==> config.mk <==
export PLATFORM = sky130hd
export DESIGN_NAME = bit_serializer
export DESIGN_NICKNAME = d
export VERILOG_FILES = /design/src/rtl/bit_serializer.sv
export SDC_FILE = /design/constraint.sdc
export NUM_CORES = 1
export LEC_CHECK = 0
export ABC_AREA = 1
export BUFFER_PORTS_ARGS = -buffer_cell sky130_fd_sc_hd__buf_2
export CORE_ASPECT_RATIO = 0.9
export CORE_UTILIZATION = 39
export CTS_BUF_LIST = sky130_fd_sc_hd__clkbuf_4 sky130_fd_sc_hd__clkbuf_8
export DETAILED_ROUTE_END_ITERATION = 8
export SKIP_CTS_REPAIR_TIMING = 1
export SKIP_LAST_GASP = 1
export SLEW_MARGIN = 0
export SYNTH_ARGS = -nofsm -noshare
export SYNTH_HDL_FRONTEND = slang
export SYNTH_SLANG_ARGS = --single-unit
==> constraint.sdc <==
create_clock -name clk -period 4.9 [get_ports clk]
set_clock_uncertainty 0.2 [all_clocks]
set_input_delay 0.98 -clock clk [delete_from_list [all_inputs] [get_ports clk]]
set_output_delay 0.98 -clock clk [all_outputs]
set_load 0.02 [all_outputs]
==> src/rtl/bit_serializer.sv <==
// Parallel-to-serial front end for the sequence detector: takes words over a
// valid/ready handshake and emits them one bit per clock on x_out.
module bit_serializer #(
   parameter int unsigned WIDTH      = 8,
   parameter bit          MSB_FIRST  = 1'b1,
   parameter bit          IDLE_BIT   = 1'b0,
   parameter int unsigned GAP_CYCLES = 0
) (
   input  logic             clk,
   input  logic             reset,
   input  logic [WIDTH-1:0] in_data,
   input  logic             in_valid,
   output logic             in_ready,
   output logic             x_out,
   output logic             x_valid,
   output logic             frame_start,
   output logic             busy
);

   localparam int unsigned CW       = (WIDTH > 1) ? $clog2(WIDTH) : 1;
   localparam int unsigned GW       = (GAP_CYCLES > 1) ? $clog2(GAP_CYCLES) : 1;
   localparam int unsigned GAP_LAST = (GAP_CYCLES > 0) ? GAP_CYCLES - 1 : 0;
   localparam bit          NO_GAP   = (GAP_CYCLES == 0);

   typedef enum logic [1:0] {
      S_IDLE  = 2'd0,
      S_SHIFT = 2'd1,
      S_GAP   = 2'd2
   } state_t;

   state_t           state_q, state_d;
   logic [WIDTH-1:0] shreg_q, shreg_d;
   logic [CW-1:0]    bit_cnt_q, bit_cnt_d;
   logic [GW-1:0]    gap_cnt_q, gap_cnt_d;
   logic             x_out_d, x_valid_d, frame_start_d, busy_d;
   logic             last_bit, accept;
   logic             first_bit, next_bit;
   logic [WIDTH-1:0] load_word, shift_word;

   assign last_bit = (state_q == S_SHIFT) && (bit_cnt_q == CW'(WIDTH - 1));
   assign in_ready = reset & ((state_q == S_IDLE) | (last_bit & NO_GAP));
   assign accept   = in_valid & in_ready;

   // The shift register holds the bits still to be sent after the one on x_out
   assign first_bit  = MSB_FIRST ? in_data[WIDTH-1] : in_data[0];
   assign load_word  = MSB_FIRST ? {in_data[WIDTH-2:0], 1'b0} : {1'b0, in_data[WIDTH-1:1]};
   assign next_bit   = MSB_FIRST ? shreg_q[WIDTH-1] : shreg_q[0];
   assign shift_word = MSB_FIRST ? {shreg_q[WIDTH-2:0], 1'b0} : {1'b0, shreg_q[WIDTH-1:1]};

   // State register and registered outputs
   always_ff @(posedge clk or negedge reset) begin
      if (!reset) begin
         state_q     <= S_IDLE;
         shreg_q     <= '0;
         bit_cnt_q   <= '0;
         gap_cnt_q   <= '0;
         x_out       <= IDLE_BIT;
         x_valid     <= 1'b0;
         frame_start <= 1'b0;
         busy        <= 1'b0;
      end else begin
         state_q     <= state_d;
         shreg_q     <= shreg_d;
         bit_cnt_q   <= bit_cnt_d;
         gap_cnt_q   <= gap_cnt_d;
         x_out       <= x_out_d;
         x_valid     <= x_valid_d;
         frame_start <= frame_start_d;
         busy        <= busy_d;
      end
   end

   // Next-state and next-output logic; an accept always starts a fresh frame
   always_comb begin
      state_d       = state_q;
      shreg_d       = shreg_q;
      bit_cnt_d     = bit_cnt_q;
      gap_cnt_d     = gap_cnt_q;
      x_out_d       = IDLE_BIT;
      x_valid_d     = 1'b0;
      frame_start_d = 1'b0;

      if (accept) begin
         state_d       = S_SHIFT;
         shreg_d       = load_word;
         bit_cnt_d     = '0;
         x_out_d       = first_bit;
         x_valid_d     = 1'b1;
         frame_start_d = 1'b1;
      end else begin
         case (state_q)
            S_SHIFT: begin
               if (!last_bit) begin
                  x_out_d   = next_bit;
                  x_valid_d = 1'b1;
                  shreg_d   = shift_word;
                  bit_cnt_d = bit_cnt_q + CW'(1);
               end else if (!NO_GAP) begin
                  state_d   = S_GAP;
                  gap_cnt_d = '0;
               end else begin
                  state_d = S_IDLE;
               end
            end
            S_GAP: begin
               if (gap_cnt_q == GW'(GAP_LAST)) begin
                  state_d = S_IDLE;
               end else begin
                  gap_cnt_d = gap_cnt_q + GW'(1);
               end
            end
            S_IDLE: begin
               state_d = S_IDLE;
            end
            default: begin
               state_d = S_IDLE;
            end
         endcase
      end

      busy_d = (state_d != S_IDLE);
   end

endmodule

Word level (Yosys, flattened, before mapping)
Index checks and enable logic that the tools add are counted.
{"block": "word_totals", "reg_bits": 18, "input_bits": 11, "out_inout_bits": 5, "elab_cells": 42}
{"block": "op_classes", "addsub": 2, "eq_ne": 4, "n_mux": 18, "bitwise": 4, "reduce_logical": 6}
{"cell": "two-way mux 8 bit", "n": 3}
{"cell": "two-way mux 3 bit", "n": 3}
{"cell": "two-way mux 1 bit", "n": 8}
{"cell": "two-way mux 2 bit", "n": 3}
{"cell": "case mux 2 bit (2 select lines)", "n": 1}
{"cell": "AND reduction 2 bit", "n": 2}
{"cell": "nonzero test 2 bit", "n": 2}
{"cell": "adder 3 x 1 -> 3 bit (second input constant)", "n": 1}
{"cell": "equality test 3 bit (second input constant)", "n": 1}
{"cell": "bitwise AND 1 bit", "n": 2}
{"cell": "equality test 2 x 1 -> 1 bit (second input constant)", "n": 1}
{"cell": "equality test 2 bit (second input constant)", "n": 1}
{"cell": "zero test 2 bit", "n": 1}
{"cell": "inequality test 2 x 1 -> 1 bit (second input constant)", "n": 1}
{"cell": "adder 1 bit (second input constant)", "n": 1}
{"cell": "logical AND 1 bit", "n": 1}
{"cell": "inverter 1 bit", "n": 1}
{"cell": "bitwise OR 1 bit", "n": 1}

Logic depth before layout (Yosys ltp)
{"block": "depth", "depth_word": 7, "mapped_depth": 9, "mapped_depth_nobuf": 9}

Least setup slack after synthesis
OpenSTA, ideal clock, no wires.
{"block": "synth_path", "path_kind": "in2out", "startpoint": "input reset", "endpoint": "output in_ready", "t_arrival_ns": 1.346, "required_time_ns": 3.720, "path_slack_ns": 2.374, "cell_stages": 3, "path_buffers": 1, "path_cell_list": "buf_2 -> nand2_1 -> inv_1"}
{"block": "synth_between", "elab_chain_cells": 1}
{"element": "start: declaration", "line_no": "10", "rtl": "input logic reset,"}
{"element": "bitwise AND 1 bit", "line_no": "41", "rtl": "assign in_ready = reset & ((state_q == S_IDLE) | (last_bit & NO_GAP));"}
{"element": "end: declaration", "line_no": "13", "rtl": "output logic in_ready,"}
Every way passes these cells.

Worst setup path in the final report
Same ends and word-level chain as after synthesis.

==> run metrics <==
status complete, no violations; Post-route DRC 0; clk slew on worst S/H paths 0.09 ns; crit-path cells buf_2, nand2_1, inv_1, buf_2; final std cells w/o fill 142; antenna violations before repair 0; WP buf/inv 3; number of global-route vias before repair 599; Min-Delay Endpoint shreg_q[2]; HP Start shreg_q[2]; CP Launch Type primary input; final instance area 946 um^2; Hold Path Depth 2; first-pass iteration count of the detailed router 5; async set-or-reset flop fraction in the synthesized netlist 100%; Clk Latency, worst-skew pair 0.29 ns; Initial Util 42.2%; crit-path max FO 24; yosys warns 0; R2R cell count 8; R2R setup slack 2.86 ns; placed inst area 910 um^2; distinct cell type count after synthesis 18; Multi-input gate area 338 um^2; Core Region 1970 um^2; drt wl/cell 10.6 um; GR Overflow Total 0; most common cell in the synthesized netlist nand2_1; Synth top area share 48.1%; antenna-violating nets left 0; Worst-Margin Slew 0.514 ns; register area share after synthesis 48.1%; Final #Nets 133; I/O pin cnt 16; FF+latch area 400 um^2; die area 2320 um^2; Total GRT Usage 16.0%; Post-synth top flop dfrtp_1; peak supply drop 0.173 mV; FP Rows 15; n_diodes 0; syn_nets 117; synth cell count leaders 40 x nand2_1, 16 x dfrtp_1, 14 x inv_1; Yosys top cell by area dfrtp_1; min-delay worst type reg -> reg; DP Wirelength 984 um; crit-path max cell delay 0.41 ns; RSZ-0062 raised after global routing no; # port buffers 15; cell mode on critical path buf_2; largest net degree at the start of global routing 25; fillers 224; Mapped Avg Cell Area 8.16 um^2; drt total wl 1.50 mm; PD cells 361 nW/um^2; Via density 4.66; vias 662; TNS Setup 0 ns; GPL Wtd Cong 0.654; top cells by area, synth dfrtp_1 48%, nand2_1 18%, inv_1 6.3%; Layout area overhead 13.7%; 1st-iter DRT viols 7; Period minus WS final 2.89 ns; critical path class in -> out; Yosys reg bits 16; share of layout cells above drive strength 1 19.7%; Max Slew Vio Count 0; crit path capture type output port; first-pass GRT wire length 2.61 mm; Critical Path RT 3.72 ns; number of synthesized flops with an enable pin 0; max-cap violation count 0; clk buf depth 2; CP max-delay cell buf_2; CTS root buffer clkbuf_4; Finish-stage setup viols 0; RR Startpoint bit_cnt_q[0]; die height 45.8 um; timing-limited maximum frequency 346 MHz; Inserted Clock Buffers 3; delay-heaviest family, CP buffers and inverters; Cells after DPL 138; FF-to-FF End state_q[1]; Synth Instances 102; TritonCTS clock tree built; Period Utilization, post-route 58.9%; CP arrival 1.71 ns; Leakage 0.000570 uW; Final Hold Viols 0; Post-Syn Area 832 um^2; H-tree depth 1; clk sinks 16; worst rel slew slack 65.7%; Die Wd 50.7 um
sequential cells by signal, indices dropped and copies added, names as in the netlist:
signal	cells
busy	1
shreg_q	7
bit_cnt_q	3
x_valid	1
state_q	2
x_out	1
frame_start	1
per-layer routing:
layer,share of wire [%],track usage [%]
met1,48,21.1
met2,49,24.5
met3,3.0,4.00
met4,0.80,8.33
met5,0,0
worst max-delay path by stage:
stage,start,slack (ns),cells after the start,to
floorplan,reset,2.37,3,in_ready
global placement,reset,1.99,4,in_ready
detailed placement,reset,1.98,4,in_ready
CTS,reset,1.98,4,in_ready
global route,reset,1.89,4,in_ready
finish,reset,2.01,4,in_ready
cells by family (layout without fill, tap and decap cells):
kind of cell / after synthesis / after routing / synth area share, %
AO/OA/AOI/OAI: 2 / 2 / 1.50
XOR/XNOR: 1 / 1 / 1.05
adder cells (fa/ha/maj): 4 / 4 / 6.02
buffers and inverters: 20 / 35 / 11.3
flip-flops: 16 / 16 / 48.1
AND/OR/NAND/NOR: 59 / 59 / 32.0
report_power, final:
part	total, uW	switching, uW	internal, uW
Combinational	81.6	50.5	31.1
Clock	86.4	41.1	45.2
Sequential	174	13.9	160
tightest hold or removal path, delay by kind of cell (launching register included):
kind             cells  cell delay (ns)
AND/OR/NAND/NOR      2             0.13
flip-flops           1             0.35
layout by cell type (no fill, tap or decap):
cell type,count
clkinv_4,1
clkbuf_8,1
nand4_1,6
inv_2,1
dfrtp_1,16
buf_2,15
clkbuf_4,3
nor2_1,1
nand2_2,1
nand2_1,40
inv_1,14
o211ai_1,1
ha_1,4
o21ai_0,1
nand3_1,9
nand2b_1,1
nand3_4,1
xor2_1,1
stage by stage:
stage                     hold WS (ns)  worst slack (ns)  power [uW]  util, %
after floorplan                  0.269              2.37         237        -
final                            0.312              2.01         342     48.0
after detailed placement         0.294              1.98         258     46.2
after global placement           0.290              1.99         256     46.2
after global routing             0.350              1.89         369     48.0
after CTS                        0.318              1.98         348     48.0
area by class of cell:
| type | count | share of cell area [%] |
|---|---|---|
| sequential | 16 | 42.3 |
| multi-input combinational | 66 | 35.7 |
| timing repair buffer | 15 | 7.94 |
| inverter | 16 | 6.88 |
| clock buffer | 4 | 3.84 |
| tap | 25 | 3.31 |
(Power assumes the default switching activity.)
